[config.mk]
export PLATFORM = sky130hd
export DESIGN_NAME = depermute_gather
export DESIGN_NICKNAME = d
export VERILOG_FILES = /design/src/rtl/depermute_gather_pkg.sv /design/src/rtl/depermute_gather_map_fifo.sv /design/src/rtl/depermute_gather.sv
export SDC_FILE = /design/constraint.sdc
export NUM_CORES = 1
export LEC_CHECK = 0
export BUFFER_PORTS_ARGS = -buffer_cell sky130_fd_sc_hd__buf_2
export CAP_MARGIN = 5
export CELL_PAD_IN_SITES_DETAIL_PLACEMENT = 1
export CELL_PAD_IN_SITES_GLOBAL_PLACEMENT = 1
export CORE_UTILIZATION = 54
export DETAILED_ROUTE_END_ITERATION = 10
export GPL_ROUTABILITY_DRIVEN = 0
export PLACE_DENSITY_LB_ADDON = 0.2
export REMOVE_ABC_BUFFERS = 1
export SYNTH_ARGS = -nofsm -noshare
export SYNTH_HDL_FRONTEND = slang
export SYNTH_SLANG_ARGS = --single-unit
export TNS_END_PERCENT = 10
[constraint.sdc]
create_clock -name clk -period 3.77 [get_ports clk]
set_input_delay 0.754 -clock clk [delete_from_list [all_inputs] [get_ports clk]]
set_output_delay 0.754 -clock clk [all_outputs]
set_load 0.01 [all_outputs]
[src/rtl/depermute_gather_pkg.sv]
// Shared constants and types for the depermute_gather block.
// Optional build macro: DEPERMUTE_CHECK_EN (enables the malformed-map checker).
package depermute_gather_pkg;

    localparam int P   = 2;  // half the lane count; N = 2*P
    localparam int MAP = 2;  // stored width of one dest index

    typedef enum logic {
        ST_EMPTY = 1'b0,
        ST_FULL  = 1'b1
    } out_state_e;

endpackage

[src/rtl/depermute_gather_map_fifo.sv]
// Map FIFO: DEPTH entries of one packed dest map, wrap-bit pointers, no bypass.
module depermute_gather_map_fifo #(
    parameter int DEPTH = 8,
    parameter int DW    = 8
) (
    input  logic                     clk,
    input  logic                     rst,
    input  logic                     push_valid,
    output logic                     push_ready,
    input  logic [DW-1:0]            push_data,
    input  logic                     pop,
    output logic [DW-1:0]            head_data,
    output logic                     empty,
    output logic [$clog2(DEPTH):0]   level
);
    localparam int AW = $clog2(DEPTH);

    logic [AW:0]   r_wr_ptr;
    logic [AW:0]   r_rd_ptr;
    logic [DW-1:0] r_mem [DEPTH];
    logic          w_full;
    logic          w_push;
    logic          w_pop;

    assign w_full     = (r_wr_ptr[AW] != r_rd_ptr[AW]) && (r_wr_ptr[AW-1:0] == r_rd_ptr[AW-1:0]);
    assign empty      = (r_wr_ptr == r_rd_ptr);
    assign push_ready = !w_full;
    assign w_push     = push_valid && !w_full;
    assign w_pop      = pop && !empty;
    assign level      = r_wr_ptr - r_rd_ptr;
    assign head_data  = r_mem[r_rd_ptr[AW-1:0]];

    // NOTE: state registers use non-blocking (<=) so every flop samples pre-edge values.
    always_ff @(posedge clk) begin
        if (rst) begin
            r_wr_ptr <= '0;
            r_rd_ptr <= '0;
        end else begin
            if (w_push) r_wr_ptr <= r_wr_ptr + 1'b1;
            if (w_pop)  r_rd_ptr <= r_rd_ptr + 1'b1;
        end
    end

    // NOTE: storage is deliberately not reset; validity is tracked by the pointers alone.
    always_ff @(posedge clk) begin
        if (w_push) r_mem[r_wr_ptr[AW-1:0]] <= push_data;
    end

endmodule

[src/rtl/depermute_gather.sv]
// Returns bank-ordered read data to lane order using dest maps queued at access issue.
// Optional build macro: DEPERMUTE_CHECK_EN (sticky err_map on non-bijective maps).
module depermute_gather
    import depermute_gather_pkg::*;
#(
    parameter int N     = 2 * P,
    parameter int W     = 1,
    parameter int SELW  = MAP,
    parameter int DEPTH = 8
) (
    input  logic                     clk,
    input  logic                     rst,
    input  logic                     map_valid,
    output logic                     map_ready,
    input  logic [N*SELW-1:0]        map_bus,
    input  logic                     rsp_valid,
    output logic                     rsp_ready,
    input  logic [N*W-1:0]           rsp_bus,
    output logic                     out_valid,
    input  logic                     out_ready,
    output logic [N*W-1:0]           out_bus,
    output logic [$clog2(DEPTH):0]   map_level,
    output logic                     err_map
);
    localparam int LOGN = $clog2(N);

    out_state_e         r_state;
    out_state_e         w_state_nxt;
    logic [N*W-1:0]     r_out_bus;
    logic [N*SELW-1:0]  w_head;
    logic [N*W-1:0]     w_gather;
    logic               w_empty;
    logic               w_rsp_fire;
    logic [W-1:0]       w_bank [N];

    depermute_gather_map_fifo #(
        .DEPTH (DEPTH),
        .DW    (N*SELW)
    ) u_map_fifo (
        .clk        (clk),
        .rst        (rst),
        .push_valid (map_valid),
        .push_ready (map_ready),
        .push_data  (map_bus),
        .pop        (w_rsp_fire),
        .head_data  (w_head),
        .empty      (w_empty),
        .level      (map_level)
    );

    assign rsp_ready  = !w_empty && (!out_valid || out_ready);
    assign w_rsp_fire = rsp_valid && rsp_ready;

    // Only the low LOGN bits of each dest index select a bank.
    for (genvar g = 0; g < N; g++) begin : g_lane
        assign w_bank[g]              = rsp_bus[g*W +: W];
        assign w_gather[g*W +: W]     = w_bank[w_head[g*SELW +: LOGN]];
    end

    always_ff @(posedge clk) begin
        if (rst) begin
            r_state   <= ST_EMPTY;
            r_out_bus <= '0;
        end else begin
            r_state <= w_state_nxt;
            if (w_rsp_fire) r_out_bus <= w_gather;
        end
    end

    // NOTE: every combinational output gets a default first so no latch is inferred.
    always_comb begin
        w_state_nxt = r_state;
        case (r_state)
            ST_EMPTY: if (w_rsp_fire)               w_state_nxt = ST_FULL;
            ST_FULL:  if (out_ready && !w_rsp_fire) w_state_nxt = ST_EMPTY;
            default:                                w_state_nxt = ST_EMPTY;
        endcase
    end

    always_comb begin
        out_valid = (r_state == ST_FULL);
        out_bus   = r_out_bus;
    end

`ifdef DEPERMUTE_CHECK_EN
    logic [N-1:0] w_seen;
    logic         r_err_map;

    // A map of N indices onto N banks is a bijection exactly when every bank is hit.
    always_comb begin
        w_seen = '0;
        for (int b = 0; b < N; b++) begin
            for (int l = 0; l < N; l++) begin
                if (map_bus[l*SELW +: LOGN] == LOGN'(b)) w_seen[b] = 1'b1;
            end
        end
    end

    always_ff @(posedge clk) begin
        if (rst) begin
            r_err_map <= 1'b0;
        end else if (map_valid && map_ready && !(&w_seen)) begin
            r_err_map <= 1'b1;
        end
    end

    assign err_map = r_err_map;
`else
    assign err_map = 1'b0;
`endif

endmodule

==> reports/qor.yml, run 1 <==
synth-simple-area-share: 0.0619
slowest_stage: "dfxtp_1"
placed_area_um2: 3580
synth_top_area_cell: "edfxtp_1"
finalSetupViolations: 0
synth_ff_type: "edfxtp_1"
cts_tree: "built"
clock_sinks: 80
wl_um: 7130
drtIter0Drc: 119
grt_antenna_before_repair: 0
cts_buffer_depth: 2
start_kind: "register"
synth_edf_count: 64
fin_hold_ws_ns: 0.500
maxSlewHeadroom: 0.430
grt-ovfl-total: 0
p_sw_mw: 0.489
min_period_ns: 2.63
tns_ns: 0
cts.htree.levels: 3
worst_ep_required_time_ns: 3.02
rsz0062_at_grt: "no"
cts_buffers: 9
grt_pass1_vias: 1938
fin_area_um2: 3740
drive_above_1_share: 0.215
core_um2: 5990
drt_first_pass_iters: 4
synth_adder_area_share: 0.0243
grt_pass1_wl_um: 10600
port_buffers: 27
drtAntennaViolNets: 0
wl_per_cell_um: 22.2
io_pins: 29
hold_buffers: 0
yosysSeqAreaShare: 0.661
drv_slew: 0
diodes: 0
vdd_drop_max_uv: 284
clk_latency_ns: 0.35
cpPeakStageDelay_ns: 0.44
comb_power_share: 0.167
status: "finished, final reports clean"
powerDensity_nw_per_um2: 495
grt_max_degree: 25
crit_path_end_kind: "primary output"
root_buffer: "clkbuf_8"
path_max_fanout: 7
start_util: 0.566
drv_cap: 0
vias: 1886
async_reset_ff_frac: 0
max_slew.worst_pin.slew_ns: 0.851
worstPathArrival_ns: 1.87
cts_setup_buffers: 0
worstPathCellList: "inv_1 > ha_1 > nand3_1 > nand2b_1 > buf_2"
p_clk_frac: 0.281
synthXorXnorAreaFrac: 0.0181
die_area_um2: 6600
synth_top_area_frac: 0.566
max_freq_mhz: 381
crit_type: "register to primary output"
synth_top_family_by_area: "multiplexers"
die_h_um: 81.3
avgSynthCellArea_um2: 16.2
cts_resized: 0
die_width_um: 81.3
yosysWarnings: 0
ys_ff_latch: 80
worstHoldPathType: "register to register"
ys_types: 32
fin_skew_ns: 0.00838
via_per_inst: 5.88
clk_pin_slew_worst_paths_ns: 0.08
leakage_nw: 1.29
seqPwrFrac: 0.551
netlist_instances: 209
synthMuxAreaShare: 0.170
synth_compound_area_frac: 0.0358
synthTopCellsByArea: "edfxtp_1 57%, dfxtp_1 9.4%, mux2i_1 8.8%"
hold_viol: 0
min_period_over_period: 0.697
rows: 28
synthToLayoutAreaGrowth_pct: 10.1
nets: 265
post-dp-hpwl_um: 5050
synth_area_um2: 3390
sw_frac_of_total: 0.264
grt_usage: 0.240
internal_power_mw: 1.36
drc: 0
-- cell usage after synthesis (all sizes together), types with 3 or more instances --
library cell	number
or3	6
nand3	3
dfxtp	16
ha	5
o21ai	3
nor2	14
o221ai	4
nand2b	3
nand2	3
nand3b	4
xnor2	4
edfxtp	64
xor2	3
mux2i	30
mux4	12
o211ai	3
inv	7
buf	7
a21oi	5
or3b	4
-- layout by cell type, fill, tap and decap left out, drive strengths merged, types with 2 or more instances in the layout --
cell / instances
a21oi: 5
buf: 31
o211ai: 3
mux4: 12
xnor2: 4
edfxtp: 64
nor3: 2
o21ai: 3
dfxtp: 16
nand2: 3
nand3: 3
o221ai: 4
nor2: 14
or3b: 4
inv: 7
xor2: 3
nand3b: 4
or3: 6
mux2i: 30
clkinv: 4
clkbuf: 10
nand2b: 3
ha: 5
-- path summary, 6_finish.rpt --
check | from | to | slack (ns) | depth (start not counted)
max | u_map_fifo.r_rd_ptr[1] | map_ready | 1.14 | 5
min | out_bus[3] | out_bus[3] | 0.50 | 2
max reg2reg | u_map_fifo.r_rd_ptr[1] | u_map_fifo.r_mem[4][5] | 1.21 | 6
min reg2reg | out_bus[3] | out_bus[3] | 0.50 | 2
-- sequential cells by signal, summed over array words and instances, names as in the netlist, named ones only --
| signal | flops |
|---|---|
| u_map_fifo.r_rd_ptr | 4 |
| u_map_fifo.r_wr_ptr | 4 |
| out_valid | 1 |
| out_bus | 4 |
| u_map_fifo.r_mem | 64 |
-- cells by family after synthesis --
family                     Yosys count
muxes                               42
buffers and inverters               16
AOI/OAI and AO/OA                   18
other                                1
DFF                                 80
and+or+nand+nor                     39
adders and majority gates            6
xor gates and xnor gates             7
-- metrics by stage --
stage           util  cells  power, mW  worst slack [ns]
2_1_floorplan      -    200       1.23              1.37
3_3_place_gp   0.598    306       1.33              1.45
3_5_place_dp   0.598    306       1.35              1.24
4_1_cts        0.624    321       1.86              1.18
5_1_grt        0.624    321       1.91              1.08
6_report       0.624    321       1.85              1.14
-- critical path: cells and delay by family, from the launching register on --
family	cells	cell delay (ns)
and+or+nand+nor	2	0.53
DFF	1	0.44
adders and majority gates	1	0.31
buffers and inverters	2	0.24
-- layer usage --
metal / routed length (um) / up-vias / GRT usage
met4: 110 / 0 / 0.118
li1: - / 872 / -
met5: 0 / - / 0
met3: 369 / 11 / 0.0449
met2: 3580 / 58 / 0.389
met1: 3070 / 945 / 0.310
-- power groups by stage --
stage	sequential, mW	clock (mW)	combinational (mW)
floorplan	1.05	0	0.186
global placement	1.04	0	0.292
detailed placement	1.04	0	0.309
CTS	1.02	0.527	0.310
global route	1.02	0.554	0.335
finish	1.02	0.520	0.310
-- cell type report --
| cell class | instances | area [um^2] |
|---|---|---|
| Fill cell | 565 | 2250 |
| Clock inverter | 5 | 25.0 |
| Timing Repair Buffer | 31 | 165 |
| Multi-Input combinational cell | 113 | 1060 |
| Clock buffer | 10 | 128 |
| Tap cell | 75 | 93.8 |
| Inverter | 7 | 26.3 |
| Sequential cell | 80 | 2240 |
(Power assumes the default switching activity.)
==> inputs of run 2 (changes only) <==
Settings changed: CORE_UTILIZATION 54 to 45.
Clock period 3.77 ns to 2.3 ns, I/O delays scaled along.
==> run 2 against run 1 <==
Compared with the run above: flip-flop and latch count unchanged; clock power up 100%; register-to-register slack worse by 0.98 ns; sequential power up 60%; critical path type unchanged; largest cell class unchanged.
==> reports/qor.yml, run 2 (synthesized netlist as in run 1, its figures left out) <==
status: "finished, final reports clean"
io_pins: 29
drt_first_pass_iters: 4
drc: 0
min_period_over_period: 0.921
die_h_um: 88.8
post-dp-hpwl_um: 4610
crit_type: "register to primary output"
root_buffer: "clkbuf_8"
cts_tree: "built"
clk_pin_slew_worst_paths_ns: 0.07
pre_cts_slack_ns: 0.194
grt_pass1_wl_um: 10200
grt_max_degree: 25
start_kind: "register"
grt_usage: 0.187
hold_viol: 0
drv_cap: 0
core_um2: 7250
maxSlewHeadroom: 0.452
cts_buffers: 9
powerDensity_nw_per_um2: 821
finalSetupViolations: 0
clock_sinks: 80
worst_ep_required_time_ns: 1.84
grt_antenna_before_repair: 0
wl_um: 6570
fin_area_um2: 3940
fin_hold_ws_ns: 0.380
start_util: 0.468
vias: 1909
vdd_drop_max_uv: 450
grt_pass1_vias: 1904
worstHoldPathType: "primary input to register"
drive_above_1_share: 0.266
drtAntennaViolNets: 0
cts.htree.levels: 3
cts_setup_buffers: 0
min_period_ns: 2.12
via_per_inst: 5.27
r2r_slack_ns: 0.23
placed_cells: 346
cts_resized: 0
max_slew.worst_pin.slew_ns: 0.819
leakage_nw: 1.39
crit_path_end_kind: "primary output"
port_buffers: 27
drv_slew: 0
rows: 31
drtIter0Drc: 73
finalWorstSetupSlack_ns: 0.181
wl_per_cell_um: 18.1
fin_cells: 362
clk_latency_ns: 0.35
max_freq_mhz: 472
path_max_fanout: 6
rsz0062_at_grt: "no"
cts_buffer_depth: 2
diodes: 0
worstPathArrival_ns: 1.66
die_area_um2: 7890
placed_area_um2: 3730
die_width_um: 88.8
largest_reg_flops: 64
final_cell_mix: "64 x edfxtp_1, 30 x mux2i_1, 27 x buf_2, 20 x buf_4, 16 x dfxtp_1"
nets: 281
synthToLayoutAreaGrowth_pct: 16.0
fin_skew_ns: 0.0146
grt-ovfl-total: 0
mostFrequentLayoutCell: "edfxtp_1"
hold_buffers: 0
[run 2: cell count changes in the layout (fill, tap and decap cells not counted)]
cell / change
buf_4: +16
clkbuf_1: +2
clkinv_1: -2
bufinv_16: +1
clkbuf_16: +1
clkinv_2: -1
[run 2: worst paths after layout]
check	cells past startpoint	end	start
worst max-delay path	6	map_ready	u_map_fifo.r_rd_ptr[2]
worst max register to register	5	out_bus[0]	register
worst min-delay path	1	u_map_fifo.r_mem[1][3]	map_bus[3]
worst min register to register	2	out_bus[2]	out_bus[2]
[run 2: layout make-up]
type	count	area, um^2
clock inverters	3	42.5
well taps	99	124
fillers	729	3320
flip-flops and latches	80	2240
multi-input cells	113	1060
repair buffers	47	285
clock buffers	13	160
inverters	7	26.3
[run 2: critical path: stages (launching register included)]
cell and delay, ns:
dfxtp_1 0.34, inv_1 0.06, ha_1 0.33, nand3_1 0.11
buf_4 0.17, nand2b_1 0.16, buf_2 0.15
[run 2: metal layers]
layer	global-route usage	wire (um)	up-vias
met5	0	0	-
met4	0.0528	72	0
met3	0.0588	205	8
met2	0.297	3230	30
met1	0.249	3060	966
li1	-	-	905
[run 2: through the flow]
stage	util	total power, mW	setup TNS (ns)
2_1_floorplan	-	2.02	-0.300
3_3_place_gp	0.515	2.22	0
3_5_place_dp	0.515	2.23	0
4_1_cts	0.543	3.27	0
5_1_grt	0.543	3.37	0
6_report	0.543	3.23	0
[run 2: power breakdown]
| group | switching, mW | internal, mW | leakage, nW |
|---|---|---|---|
| clock | 0.474 | 0.567 | 0.0988 |
| combinational | 0.289 | 0.271 | 0.583 |
| sequential | 0.0184 | 1.61 | 0.712 |
| total | 0.782 | 2.45 | 1.39 |
